**src/rtl/wptr_full_sync_if.sv**
```systemverilog
// Write-side bus of the async FIFO write-pointer block.
// master: write-side user logic (drives winc, rptr, afull_thresh, clr_err).
// slave : wptr_full_sync (drives pointer and status outputs).
//   winc          write request
//   rptr          Gray read pointer from the rclk domain (asynchronous)
//   afull_thresh  almost-full threshold on free slots
//   clr_err       clears the sticky error flags
//   wptr          registered Gray write pointer
//   waddr         RAM write address
//   wfull         FIFO full
//   wafull        almost full
//   wfree         free slots, 0..DEPTH
//   wovf          sticky overflow
//   wgray_err     sticky illegal Gray step on the synced read pointer
interface wptr_full_sync_if #(
    parameter int ADDRSIZE = 3
);
    logic                winc;
    logic [ADDRSIZE:0]   rptr;
    logic [ADDRSIZE:0]   afull_thresh;
    logic                clr_err;
    logic [ADDRSIZE:0]   wptr;
    logic [ADDRSIZE-1:0] waddr;
    logic                wfull;
    logic                wafull;
    logic [ADDRSIZE:0]   wfree;
    logic                wovf;
    logic                wgray_err;

    modport master (
        output winc, rptr, afull_thresh, clr_err,
        input  wptr, waddr, wfull, wafull, wfree, wovf, wgray_err
    );

    modport slave (
        input  winc, rptr, afull_thresh, clr_err,
        output wptr, waddr, wfull, wafull, wfree, wovf, wgray_err
    );
endinterface

```
**src/rtl/wptr_full_sync.sv**
```systemverilog
// Write-domain pointer/status block of the async FIFO.
// Synchronizes the Gray read pointer through SYNC_STAGES flops, keeps the
// binary and Gray write pointers, and produces full, almost-full, free-slot
// count and sticky overflow / illegal-Gray-step flags.
// Ports:
//   wclk    write clock
//   wrst_n  asynchronous active-low reset
//   bus     write-side bus (slave): winc, rptr, afull_thresh, clr_err in;
//           wptr, waddr, wfull, wafull, wfree, wovf, wgray_err out
module wptr_full_sync #(
    parameter int ADDRSIZE    = 3,
    parameter int SYNC_STAGES = 2,
    parameter int CHECK_GRAY  = 1
) (
    input  logic             wclk,
    input  logic             wrst_n,
    wptr_full_sync_if.slave  bus
);
    localparam logic [ADDRSIZE:0] DEPTH = {1'b1, {ADDRSIZE{1'b0}}};

    function automatic logic [ADDRSIZE:0] gray2bin(input logic [ADDRSIZE:0] g);
        logic [ADDRSIZE:0] b;
        b = g;
        for (int unsigned i = 1; i <= ADDRSIZE; i++) begin
            b = b ^ (g >> i);
        end
        return b;
    endfunction

    logic [ADDRSIZE:0] sync_q [SYNC_STAGES];
    logic [ADDRSIZE:0] wq_rptr;
    logic [ADDRSIZE:0] prev_q;
    logic [ADDRSIZE:0] rbin_s;

    logic [ADDRSIZE:0] wbin;
    logic [ADDRSIZE:0] wptr_q;
    logic              wfull_q;
    logic              wafull_q;
    logic [ADDRSIZE:0] wfree_q;
    logic              wovf_q;
    logic              wgray_err_q;

    logic              write_ok;
    logic [ADDRSIZE:0] wbin_next;
    logic [ADDRSIZE:0] wgray_next;
    logic [ADDRSIZE:0] used;
    logic [ADDRSIZE:0] free_next;
    logic              full_next;
    logic              afull_next;
    logic              ovf_evt;
    logic              gray_evt;

    // Read pointer synchronizer chain.
    always_ff @(posedge wclk or negedge wrst_n) begin
        if (!wrst_n) begin
            for (int unsigned i = 0; i < SYNC_STAGES; i++) begin
                sync_q[i] <= '0;
            end
        end else begin
            sync_q[0] <= bus.rptr;
            for (int unsigned i = 1; i < SYNC_STAGES; i++) begin
                sync_q[i] <= sync_q[i-1];
            end
        end
    end

    assign wq_rptr = sync_q[SYNC_STAGES-1];
    assign rbin_s  = gray2bin(wq_rptr);

    always_comb begin
        write_ok   = bus.winc & ~wfull_q;
        wbin_next  = wbin + {{ADDRSIZE{1'b0}}, write_ok};
        wgray_next = (wbin_next >> 1) ^ wbin_next;
        // Full when the write pointer is one lap ahead: top two Gray bits
        // inverted, remaining bits equal.
        full_next  = (wgray_next == {~wq_rptr[ADDRSIZE:ADDRSIZE-1],
                                     wq_rptr[ADDRSIZE-2:0]});
        used       = wbin_next - rbin_s;
        free_next  = DEPTH - used;
        afull_next = (free_next <= bus.afull_thresh);
        ovf_evt    = bus.winc & wfull_q;
        gray_evt   = (CHECK_GRAY != 0) && ($countones(prev_q ^ wq_rptr) > 1);
    end

    always_ff @(posedge wclk or negedge wrst_n) begin
        if (!wrst_n) begin
            wbin        <= '0;
            wptr_q      <= '0;
            wfull_q     <= 1'b0;
            wafull_q    <= 1'b0;
            wfree_q     <= DEPTH;
            wovf_q      <= 1'b0;
            wgray_err_q <= 1'b0;
            prev_q      <= '0;
        end else begin
            wbin        <= wbin_next;
            wptr_q      <= wgray_next;
            wfull_q     <= full_next;
            wafull_q    <= afull_next;
            wfree_q     <= free_next;
            prev_q      <= wq_rptr;
            // A new error event in the clearing cycle keeps the flag set.
            wovf_q      <= ovf_evt  | (wovf_q      & ~bus.clr_err);
            wgray_err_q <= gray_evt | (wgray_err_q & ~bus.clr_err);
        end
    end

    assign bus.wptr      = wptr_q;
    assign bus.waddr     = wbin[ADDRSIZE-1:0];
    assign bus.wfull     = wfull_q;
    assign bus.wafull    = wafull_q;
    assign bus.wfree     = wfree_q;
    assign bus.wovf      = wovf_q;
    assign bus.wgray_err = wgray_err_q;
endmodule

```
**src/flat_wrapper.sv**
```systemverilog
// flat-port wrapper written by rule: the top's interface ports become plain ports
module wptr_full_sync_flat 
#(
    parameter int ADDRSIZE    = 3,
    parameter int SYNC_STAGES = 2,
    parameter int CHECK_GRAY  = 1
)
  (wclk, wrst_n, bus_winc, bus_rptr, bus_afull_thresh, bus_clr_err, bus_wptr, bus_waddr, bus_wfull, bus_wafull, bus_wfree, bus_wovf, bus_wgray_err);
  wptr_full_sync_if #(.ADDRSIZE(ADDRSIZE)) bus_i ();
  input  logic wclk;
  input  logic wrst_n;
  input wire logic [$bits(bus_i.winc)-1:0] bus_winc;
  input wire logic [$bits(bus_i.rptr)-1:0] bus_rptr;
  input wire logic [$bits(bus_i.afull_thresh)-1:0] bus_afull_thresh;
  input wire logic [$bits(bus_i.clr_err)-1:0] bus_clr_err;
  output wire logic [$bits(bus_i.wptr)-1:0] bus_wptr;
  output wire logic [$bits(bus_i.waddr)-1:0] bus_waddr;
  output wire logic [$bits(bus_i.wfull)-1:0] bus_wfull;
  output wire logic [$bits(bus_i.wafull)-1:0] bus_wafull;
  output wire logic [$bits(bus_i.wfree)-1:0] bus_wfree;
  output wire logic [$bits(bus_i.wovf)-1:0] bus_wovf;
  output wire logic [$bits(bus_i.wgray_err)-1:0] bus_wgray_err;
  assign bus_i.winc = bus_winc;
  assign bus_i.rptr = bus_rptr;
  assign bus_i.afull_thresh = bus_afull_thresh;
  assign bus_i.clr_err = bus_clr_err;
  assign bus_wptr = bus_i.wptr;
  assign bus_waddr = bus_i.waddr;
  assign bus_wfull = bus_i.wfull;
  assign bus_wafull = bus_i.wafull;
  assign bus_wfree = bus_i.wfree;
  assign bus_wovf = bus_i.wovf;
  assign bus_wgray_err = bus_i.wgray_err;
  wptr_full_sync #(.ADDRSIZE(ADDRSIZE), .SYNC_STAGES(SYNC_STAGES), .CHECK_GRAY(CHECK_GRAY)) u_core (.wclk(wclk), .wrst_n(wrst_n), .bus(bus_i));
endmodule
```
**config.mk**
```make
export PLATFORM = sky130hd
export DESIGN_NAME = wptr_full_sync_flat
export DESIGN_NICKNAME = d
export VERILOG_FILES = /design/src/rtl/wptr_full_sync_if.sv /design/src/rtl/wptr_full_sync.sv /design/src/flat_wrapper.sv
export SDC_FILE = /design/constraint.sdc
export NUM_CORES = 1
export LEC_CHECK = 0
export ABC_AREA = 1
export CORE_ASPECT_RATIO = 1.2
export CORE_MARGIN = 2
export CORE_UTILIZATION = 40
export DETAILED_ROUTE_END_ITERATION = 12
export PLACE_DENSITY = 0.65
export RECOVER_POWER = 50
export SYNTH_ARGS = -nofsm -noshare
export SYNTH_HDL_FRONTEND = slang
export SYNTH_SLANG_ARGS = --single-unit
```
**constraint.sdc**
```tcl
create_clock -name wclk -period 9.05 [get_ports wclk]
set_input_delay 2.2625 -clock wclk [delete_from_list [all_inputs] [get_ports wclk]]
set_output_delay 2.2625 -clock wclk [all_outputs]
set_load 0.02 [all_outputs]
```
==> metrics, run 1 <==
Internal Pwr Total=around 330 uW; RR Endpoint=u_core.bus.wafull; count of different cell masters after synthesis=17; Die Height=65.54 um; leakage=about 0.00081 uW; cell mode on critical path=ha_1; CTS tree=yes; placed cell count=~180; Max-cap violations=0; DR WL/cell=roughly 10 um; Max stage delay on crit path=about 0.42 ns; sequential power share=about a third; Mapped Nets=145; top cells by area, synth=dfrtp_1 52%, ha_1 12%, nand2_1 6.5%, inv_1 5.9%, nand3_1 5.2%; Worst setup endpoint=u_core.bus.wafull; final std cells w/o fill=roughly 190; ratio of cells with drive above 1 in the final layout=8.667%; Sw Pwr=between 200 and 250 uW; DP Worst Slack=approximately 3.5 ns; largest net degree at the start of global routing=28; syn avg cell area=between 10 and 15 um2; gr usage total=between 10 and 15%; power share of the combinational group=58.7%; Crit Reg-Reg Startpoint=u_core.bus.wfull; crit-path cells=clkdlybuf4s50_1, inv_1, nor2_1, ha_1, ha_1, inv_1, ha_1, ha_1, fa_1, xnor2_1, nand3_1, nand2_1, inv_1, ha_1, nand2_1, o21ai_0, o21ai_0; Antenna Nets Post-Route=0; RSZ-0062 raised after global routing=no; CP Class=input pin to flip-flop; setup TNS=0 ns; Ports=27; routed via count=around 880; final WL=approximately 1900 um; worst vdd ir=around 0.00021 V; worst setup margin=3.901 ns; Hold WS=0.3646 ns; Final Setup Violations=0; Setup Buffers After CTS=0; post-CTS resize count=0; Clk pwr share=a little under a tenth; Worst Skew=roughly 0.0046 ns; GR Overflow Total=0; Fin. Hold Viols=0; leading area contributor after synthesis=dfrtp_1; crit start category=input pin; Antenna Diode Count=0; final worst-path cycle share=a little under three fifths; CTS H-tree lvls=1; crit path DAT=~5.4 ns; Cells after Synth=119; clock sink total=27; vias in the first global route=slightly below 900; Num CTS Buffers=3; crit path max fanout=5; Worst Setup End Kind=flip-flop; hold buffers post-CTS=0; #FFs+latches synth=27; slack of the worst reg-to-reg path=around 6 ns; Cell Pwr Density=between 300 and 400 mW/mm2; port bufs=26; die area=around 0.0036 mm2; CP required=9.27 ns; slowest CP cell=clkdlybuf4s50_1; core box area=a little over 0.003 mm2; GPL Wtd Cong=~0.84; Residual DRC=0; DP HPWL=1574 um; fin nets=around 180; initial antenna violation count=0; fillcell total=slightly below 300; Max-Slew Margin vs Limit=roughly 8%; Switching Fraction=a little over two fifths; Max Buffers Root-to-Sink=2; fmax=~190 MHz; Iter 0 DRT Violations=10; share of the synthesized area in the top cell type=between 50 and 60%; Worst-Margin Slew=1.377 ns; max-slew violations=0; outcome=finished clean; Skew-Pair Late Insertion Delay=between 0.3 and 0.4 ns; Initial Util=between 40% and 50%; R2R cell count=15; row cnt=22; DIE WIDTH=roughly 55 um; Ys Warns=0; DRT Pass-1 Iters=4; Cell Area, Synth=between 0.001 and 0.0015 mm2; CTS Root Cell=clkbuf_4; Hold Path Class=flip-flop to flip-flop; sequential cell area fraction in the yosys report=a little over half; Area growth syn-to-layout=26.86%; first-pass GRT wire length=approximately 3600 um; min cycle time layout=5.149 ns; Worst Setup SP=bus_winc; CTS clk-pin slew, worst paths=about 0.15 ns; Vias/cell=about 4.7
-- registers in the layout (all words and copies together), names as in the netlist --
signal / flops
u_core.wq_rptr: 4
u_core.wbin: 4
u_core.bus.wgray_err: 1
u_core.prev_q: 4
u_core.bus.wovf: 1
u_core.sync_q: 4
u_core.bus.wfree: 4
u_core.bus.wafull: 1
u_core.bus.wfull: 1
u_core.bus.wptr: 3
-- final cells by class --
cell class,count,area (um2),share of cell area [%]
clock inverter,1,7.507,0.4687
timing repair buffer,27,264.0,16.48
inverter,20,75.07,4.687
clock buffer,3,22.52,1.406
tap,36,45.04,2.812
sequential,27,676.9,42.27
multi-input combinational,72,510.5,31.87
-- cell usage in the layout, fill, tap and decap left out, types with 2 or more instances in the layout --
cell / netlist / routed
xnor2_1: 2 / 2
clkbuf_4: 0 / 3
a21oi_1: 2 / 2
nand3_1: 13 / 13
nor2_1: 2 / 2
dfrtp_1: 26 / 26
inv_1: 20 / 20
nand2_1: 22 / 22
nand2_2: 6 / 6
fa_1: 2 / 2
ha_1: 12 / 12
o21ai_0: 2 / 2
xor2_1: 5 / 5
dlygate4sd3_1: 0 / 5
clkdlybuf4s50_1: 0 / 21
-- worst max-delay path: cells and delay by family --
family / cells / cell delay, ns
xor+xnor: 1 / 0.19
simple gates: 4 / 0.27
fa+ha+maj: 6 / 1.77
buf+inv: 4 / 0.63
compound gates: 2 / 0.25
-- synthesized netlist by cell type --
library cell and number:
a211o_1 1, dfrtp_1 26, nand4_2 1, xor2_2 1, inv_1 20, xor2_1 5
nand3_1 13, nand2_2 6, fa_1 2, nor2_1 2, ha_1 12, xnor2_1 2
a22o_1 1, nand2_1 22, a21oi_1 2, dfstp_2 1, o21ai_0 2
-- layer usage --
layer  track usage (%)  wire length (um)
met1             14.63               836
met5                 0                 0
met3             2.953                99
met4             3.659                11
met2             22.77               988
-- how the worst min path moves through the flow --
stage | from | slack (ns) | to | cells after the start
after CTS | u_core.sync_q[4] | 0.37 | u_core.wq_rptr[0] | 0
after detailed placement | u_core.sync_q[4] | 0.34 | u_core.wq_rptr[0] | 0
final | u_core.sync_q[4] | 0.36 | u_core.wq_rptr[0] | 0
after global placement | u_core.sync_q[4] | 0.33 | u_core.wq_rptr[0] | 0
after global routing | u_core.sync_q[7] | 0.38 | u_core.wq_rptr[3] | 0
after floorplan | u_core.sync_q[4] | 0.33 | u_core.wq_rptr[0] | 0
-- power by group through the flow --
stage	Sequential (uW)	Clock [uW]	Combinational (uW)
floorplan	222	0	183
global placement	182	0	331
global route	185	61.3	381
CTS	181	54.9	337
detailed placement	183	0	336
finish	180	52.4	331
-- cell families after synthesis --
| group | count (synthesis) | share of synthesized area, % |
|---|---|---|
| AND/OR/NAND/NOR | 44 | 16.25 |
| flip-flops | 27 | 53.62 |
| XOR/XNOR | 8 | 6.145 |
| AO/OA/AOI/OAI | 6 | 2.974 |
| buffers and inverters | 20 | 5.946 |
| adder cells (fa/ha/maj) | 14 | 15.06 |
-- through the flow --
step	power (uW)	cell area [um2]	util [%]
3_3_place_gp	512.2	1575	52.02
2_1_floorplan	404.7	1262	-
3_5_place_dp	519.2	1575	52.02
6_report	563.0	1602	52.89
4_1_cts	573.1	1605	53.02
5_1_grt	627.6	1602	52.89
No activity file was read; power rests on OpenSTA's default activity.
==> inputs of run 2 (changes only) <==
==> constraint.sdc (replaced) <==
create_clock -name wclk -period 5 [get_ports wclk]
set_input_delay 1.25 -clock wclk [delete_from_list [all_inputs] [get_ports wclk]]
set_output_delay 1.25 -clock wclk [all_outputs]
set_load 0.02 [all_outputs]
==> metrics, run 2 (same netlist as run 1, synthesis figures left out) <==
Worst Skew=~0.0048 ns; Crit Reg-Reg Startpoint=u_core.bus.wfull; Initial Util=a little over two fifths; Worst Setup SP=bus_winc; min cycle time layout=4.162 ns; CTS Root Cell=clkbuf_4; slowest CP cell=clkdlybuf4s50_1; hold buffers post-CTS=0; Max-cap violations=0; Iter 0 DRT Violations=14; CTS H-tree lvls=1; row cnt=22; crit-path cells=clkdlybuf4s50_1, inv_1, nor2_1, ha_1, ha_1, inv_1, ha_1, ha_1, fa_1, xnor2_1, nand3_1, nand2_1, inv_1, ha_1, nand2_1, o21ai_0, o21ai_0; Min-Delay Endpoint=u_core.wq_rptr[0]; Hold Path Origin=u_core.sync_q[4]; Final Setup Violations=0; slack of the worst reg-to-reg path=about 1.8 ns; crit path max fanout=5; CP required=around 5.2 ns; largest net degree at the start of global routing=28; crit path DAT=between 4 and 5 ns; core box area=around 0.003 mm2; placed cell count=between 150 and 200; Sequential Area=between 600 and 700 um2; clock sink total=27; Worst Setup End Kind=flip-flop; final std cells w/o fill=roughly 190; ratio of cells with drive above 1 in the final layout=between 8 and 9%; CP top delay family=adder cells; Max stage delay on crit path=0.42 ns; Fin. Hold Viols=0; final WL=2126 um; Cell Pwr Density=approximately 650 mW/mm2; GPL Wtd Cong=0.8047; DR WL/cell=11.43 um; leakage=between 0.0008 and 0.0009 uW; Antenna Diode Count=0; vias in the first global route=893; Hold WS=roughly 0.37 ns; most frequent cells in the layout=26 x dfrtp_1, 22 x nand2_1, 21 x clkdlybuf4s50_1; cell mode on critical path=ha_1; Max-Slew Margin vs Limit=8.699%; worst vdd ir=0.0004890 V; final worst-path cycle share=between 80% and 90%; outcome=finished clean; Area growth syn-to-layout=26.86%; first-pass GRT wire length=approximately 3700 um; fillcell total=~290; leading cell type in the layout, fill and taps excluded=dfrtp_1; RR Endpoint=u_core.bus.wafull; max-slew violations=0; Num CTS Buffers=3; CTS tree=yes; DP HPWL=between 1500 and 2000 um; CTS clk-pin slew, worst paths=~0.15 ns; DRT Pass-1 Iters=4; Residual DRC=0; Skew-Pair Late Insertion Delay=around 0.33 ns; fmax=240.3 MHz; initial antenna violation count=0; area of the multi-input gates=510.5 um2; routed via count=889; RSZ-0062 raised after global routing=no; GR Overflow Total=0; gr usage total=13.18%; Die Height=65.54 um; Worst-Margin Slew=1.370 ns; Max Buffers Root-to-Sink=2; setup TNS=0 ns; port bufs=26; Bufs and invs on worst path=4; Antenna Nets Post-Route=0; Hold Path Class=flip-flop to flip-flop; worst hold stages=0; fin nets=approximately 180; Ports=27; Vias/cell=around 4.8; Setup Buffers After CTS=0; CP Class=input pin to flip-flop; die area=~0.0036 mm2; DIE WIDTH=between 50 and 60 um; crit start category=input pin; post-CTS resize count=0; R2R cell count=15
[run 2: cell counts in the layout (fill, tap and decap cells not counted)]
No cell type changed its count.
[run 2: per-stage QoR]
| stage | util (%) | setup slack, ns | cell area, um2 | power [uW] |
|---|---|---|---|---|
| floorplan | - | 1.159 | 1262 | 732.5 |
| global placement | 52.02 | 0.6083 | 1575 | 925.5 |
| detailed placement | 52.02 | 0.4883 | 1575 | 957.2 |
| CTS | 53.02 | 0.8363 | 1605 | 1057 |
| global route | 52.89 | 0.6554 | 1602 | 1149 |
| finish | 52.89 | 0.8384 | 1602 | 1043 |
[run 2: how the worst max path moves through the flow]
stage                              endpoint  slack [ns]  cells past startpoint
after global placement    u_core.bus.wafull        0.61                     17
final                     u_core.bus.wafull        0.84                     17
after detailed placement  u_core.bus.wafull        0.49                     17
after floorplan           u_core.bus.wafull        1.16                     16
after CTS                 u_core.bus.wafull        0.84                     17
after global routing      u_core.bus.wafull        0.66                     17
[run 2: area by class of cell]
type	count	area share, %
clock buffers	3	1.406
repair buffers	27	16.48
inverters	20	4.687
flip-flops and latches	27	42.27
well taps	36	2.812
clock inverters	1	0.4687
multi-input cells	72	31.87
[run 2: worst reg2reg max path, delay by kind of cell (launching register included)]
kind	cells	cell delay [ns]
AO/OA/AOI/OAI	2	0.23
AND/OR/NAND/NOR	4	0.30
XOR/XNOR	1	0.20
adder cells (fa/ha/maj)	6	1.82
buffers and inverters	2	0.15
flip-flops	1	0.40
[run 2: metal layers]
metal / vias up / GRT usage [%] / share of wire [%] / wire (um)
li1: 432 / - / - / -
met3: 4 / 2.756 / 4.7 / 99
met1: 431 / 14.59 / 41 / 877
met2: 22 / 24.85 / 53 / 1122
met5: - / 0 / 0 / 0
met4: 0 / 4.573 / 1.2 / 26
[run 2: power breakdown]
part	switching, uW	internal, uW
combinational	344	276
sequential	35.7	290
clock	66.5	30.6
total	446	597
==> inputs of run 3 (changes only) <==
==> constraint.sdc (replaced) <==
create_clock -name wclk -period 4.12 [get_ports wclk]
set_input_delay 1.03 -clock wclk [delete_from_list [all_inputs] [get_ports wclk]]
set_output_delay 1.03 -clock wclk [all_outputs]
set_load 0.02 [all_outputs]
==> metrics, run 3 (same netlist as run 1, synthesis figures left out) <==
outcome=finished clean; clock sink total=27; vias in the first global route=roughly 900; CP Class=input pin to flip-flop; Hold Path Class=flip-flop to flip-flop; Hold WS=0.3643 ns; first-pass GRT wire length=3822 um; post-CTS resize count=0; Antenna Diode Count=0; post-route total power=1285 uW; Area growth syn-to-layout=29.24%; Max Buffers Root-to-Sink=2; DIE WIDTH=55.29 um; power share of the combinational group=about three fifths; crit path max fanout=3; ratio of cells with drive above 1 in the final layout=around 11%; worst setup margin=about 0.32 ns; worst vdd ir=between 0.0005 and 0.0006 V; fin nets=between 150 and 200; initial antenna violation count=0; RSZ-0062 raised after global routing=no; CTS tree=yes; port bufs=26; leakage=a little over 0.0008 uW; Internal Pwr Total=roughly 750 uW; fmax=roughly 260 MHz; routed via count=around 900; max-slew violations=0; DP Worst Slack=-0.06455 ns; setup TNS=0 ns; Max-cap violations=0; Stages on worst setup path=18; CTS Root Cell=clkbuf_4; Skew-Pair Late Insertion Delay=about 0.32 ns; min cycle time layout=3.795 ns; placed cell area=~0.0016 mm2; most frequent cells in the layout=26 x dfrtp_1, 22 x nand2_1, 21 x clkdlybuf4s50_1; Worst-Margin Slew=~1.4 ns; Final Setup Violations=0; Initial Util=between 40% and 50%; GR Overflow Total=0; die area=around 0.0036 mm2; DP HPWL=approximately 1600 um; Die Height=roughly 66 um; cell mode on critical path=ha_1; Worst Skew=between 0.003 and 0.004 ns; CP required=4.35 ns; fin area=~0.0016 mm2; final WL=between 2000 and 2500 um; Iter 0 DRT Violations=31; leading cell type in the layout, fill and taps excluded=dfrtp_1; CP top delay family=adder cells; Sw Pwr=around 530 uW; Fin. Hold Viols=0; Ports=27; fillcell total=284; largest net degree at the start of global routing=28; DR WL/cell=~11 um; Cell Pwr Density=a little under 800 mW/mm2; Clk pwr share=8.9%; CTS clk-pin slew, worst paths=between 0.1 and 0.15 ns; CTS H-tree lvls=1; GPL Wtd Cong=0.8231; R2R cell count=16; final worst-path cycle share=approximately 90%; sequential power share=30.7%; Num CTS Buffers=3; Switching Fraction=about two fifths; Max stage delay on crit path=0.48 ns; core box area=0.003028 mm2; crit-path cells=clkdlybuf4s50_1, inv_1, nor2_1, ha_1, ha_1, inv_1, nand2_2, nand2_2, ha_1, fa_1, xnor2_2, nand3_1, nand2_1, inv_1, ha_1, nand2_1, o21ai_0, o21ai_0; DRT Pass-1 Iters=4; Worst Setup End Kind=flip-flop; crit path DAT=approximately 4 ns; crit start category=input pin; Setup Buffers After CTS=0; hold buffers post-CTS=0; Bufs and invs on worst path=4; Residual DRC=0; slowest CP cell=clkdlybuf4s50_1; worst hold stages=0; Max-Slew Margin vs Limit=a little under a tenth; Antenna Nets Post-Route=0; gr usage total=13.48%; row cnt=22; Vias/cell=about 4.6
## run 3: final timing paths
check | to | slack, ns | from
worst max-delay path | u_core.bus.wafull | 0.32 | bus_winc
worst min-delay path | u_core.wq_rptr[0] | 0.36 | u_core.sync_q[4]
worst max register to register | u_core.bus.wafull | 1.11 | u_core.bus.wfull
worst min register to register | u_core.wq_rptr[0] | 0.36 | u_core.sync_q[4]
max in group asynchronous | u_core.prev_q[3] | 1.81 | wrst_n
min in group asynchronous | u_core.bus.wafull | 1.52 | wrst_n
## run 3: layer usage
metal,vias up,GRT usage [%],wire length (um)
met5,-,0,0
met4,0,5.488,17
met3,2,3.150,119
met2,26,24.11,1030
met1,405,15.48,838
li1,442,-,-
## run 3: power by group through the flow
stage | Clock [uW] | Combinational [uW] | Sequential (uW)
6_report | 115 | 776 | 394
5_1_grt | 135 | 892 | 406
4_1_cts | 123 | 776 | 396
3_5_place_dp | 0 | 773 | 403
3_3_place_gp | 0 | 756 | 399
2_1_floorplan | 0 | 401 | 488
## run 3: area by class of cell
class                   instances  area [um2]  share of cell area, %
repair buffers                 30       286.5                  17.56
clock inverters                 1       7.507                 0.4601
multi-input cells              72       518.0                  31.75
well taps                      36       45.04                  2.761
clock buffers                   3       22.52                  1.380
inverters                      20       75.07                  4.601
flip-flops and latches         27       676.9                  41.49
## run 3: stage by stage
step,cells,utilization [%]
2_1_floorplan,119,-
3_3_place_gp,185,52.77
6_report,189,53.88
3_5_place_dp,185,52.77
5_1_grt,189,53.88
4_1_cts,189,53.76
## run 3: worst reg2reg max path, delay by kind of cell, from the launching register on
family          cells  cell delay (ns)
simple gates        6             0.48
compound gates      2             0.23
flops               1             0.42
fa+ha+maj           5             1.49
xor+xnor            1             0.16
buf+inv             2             0.12
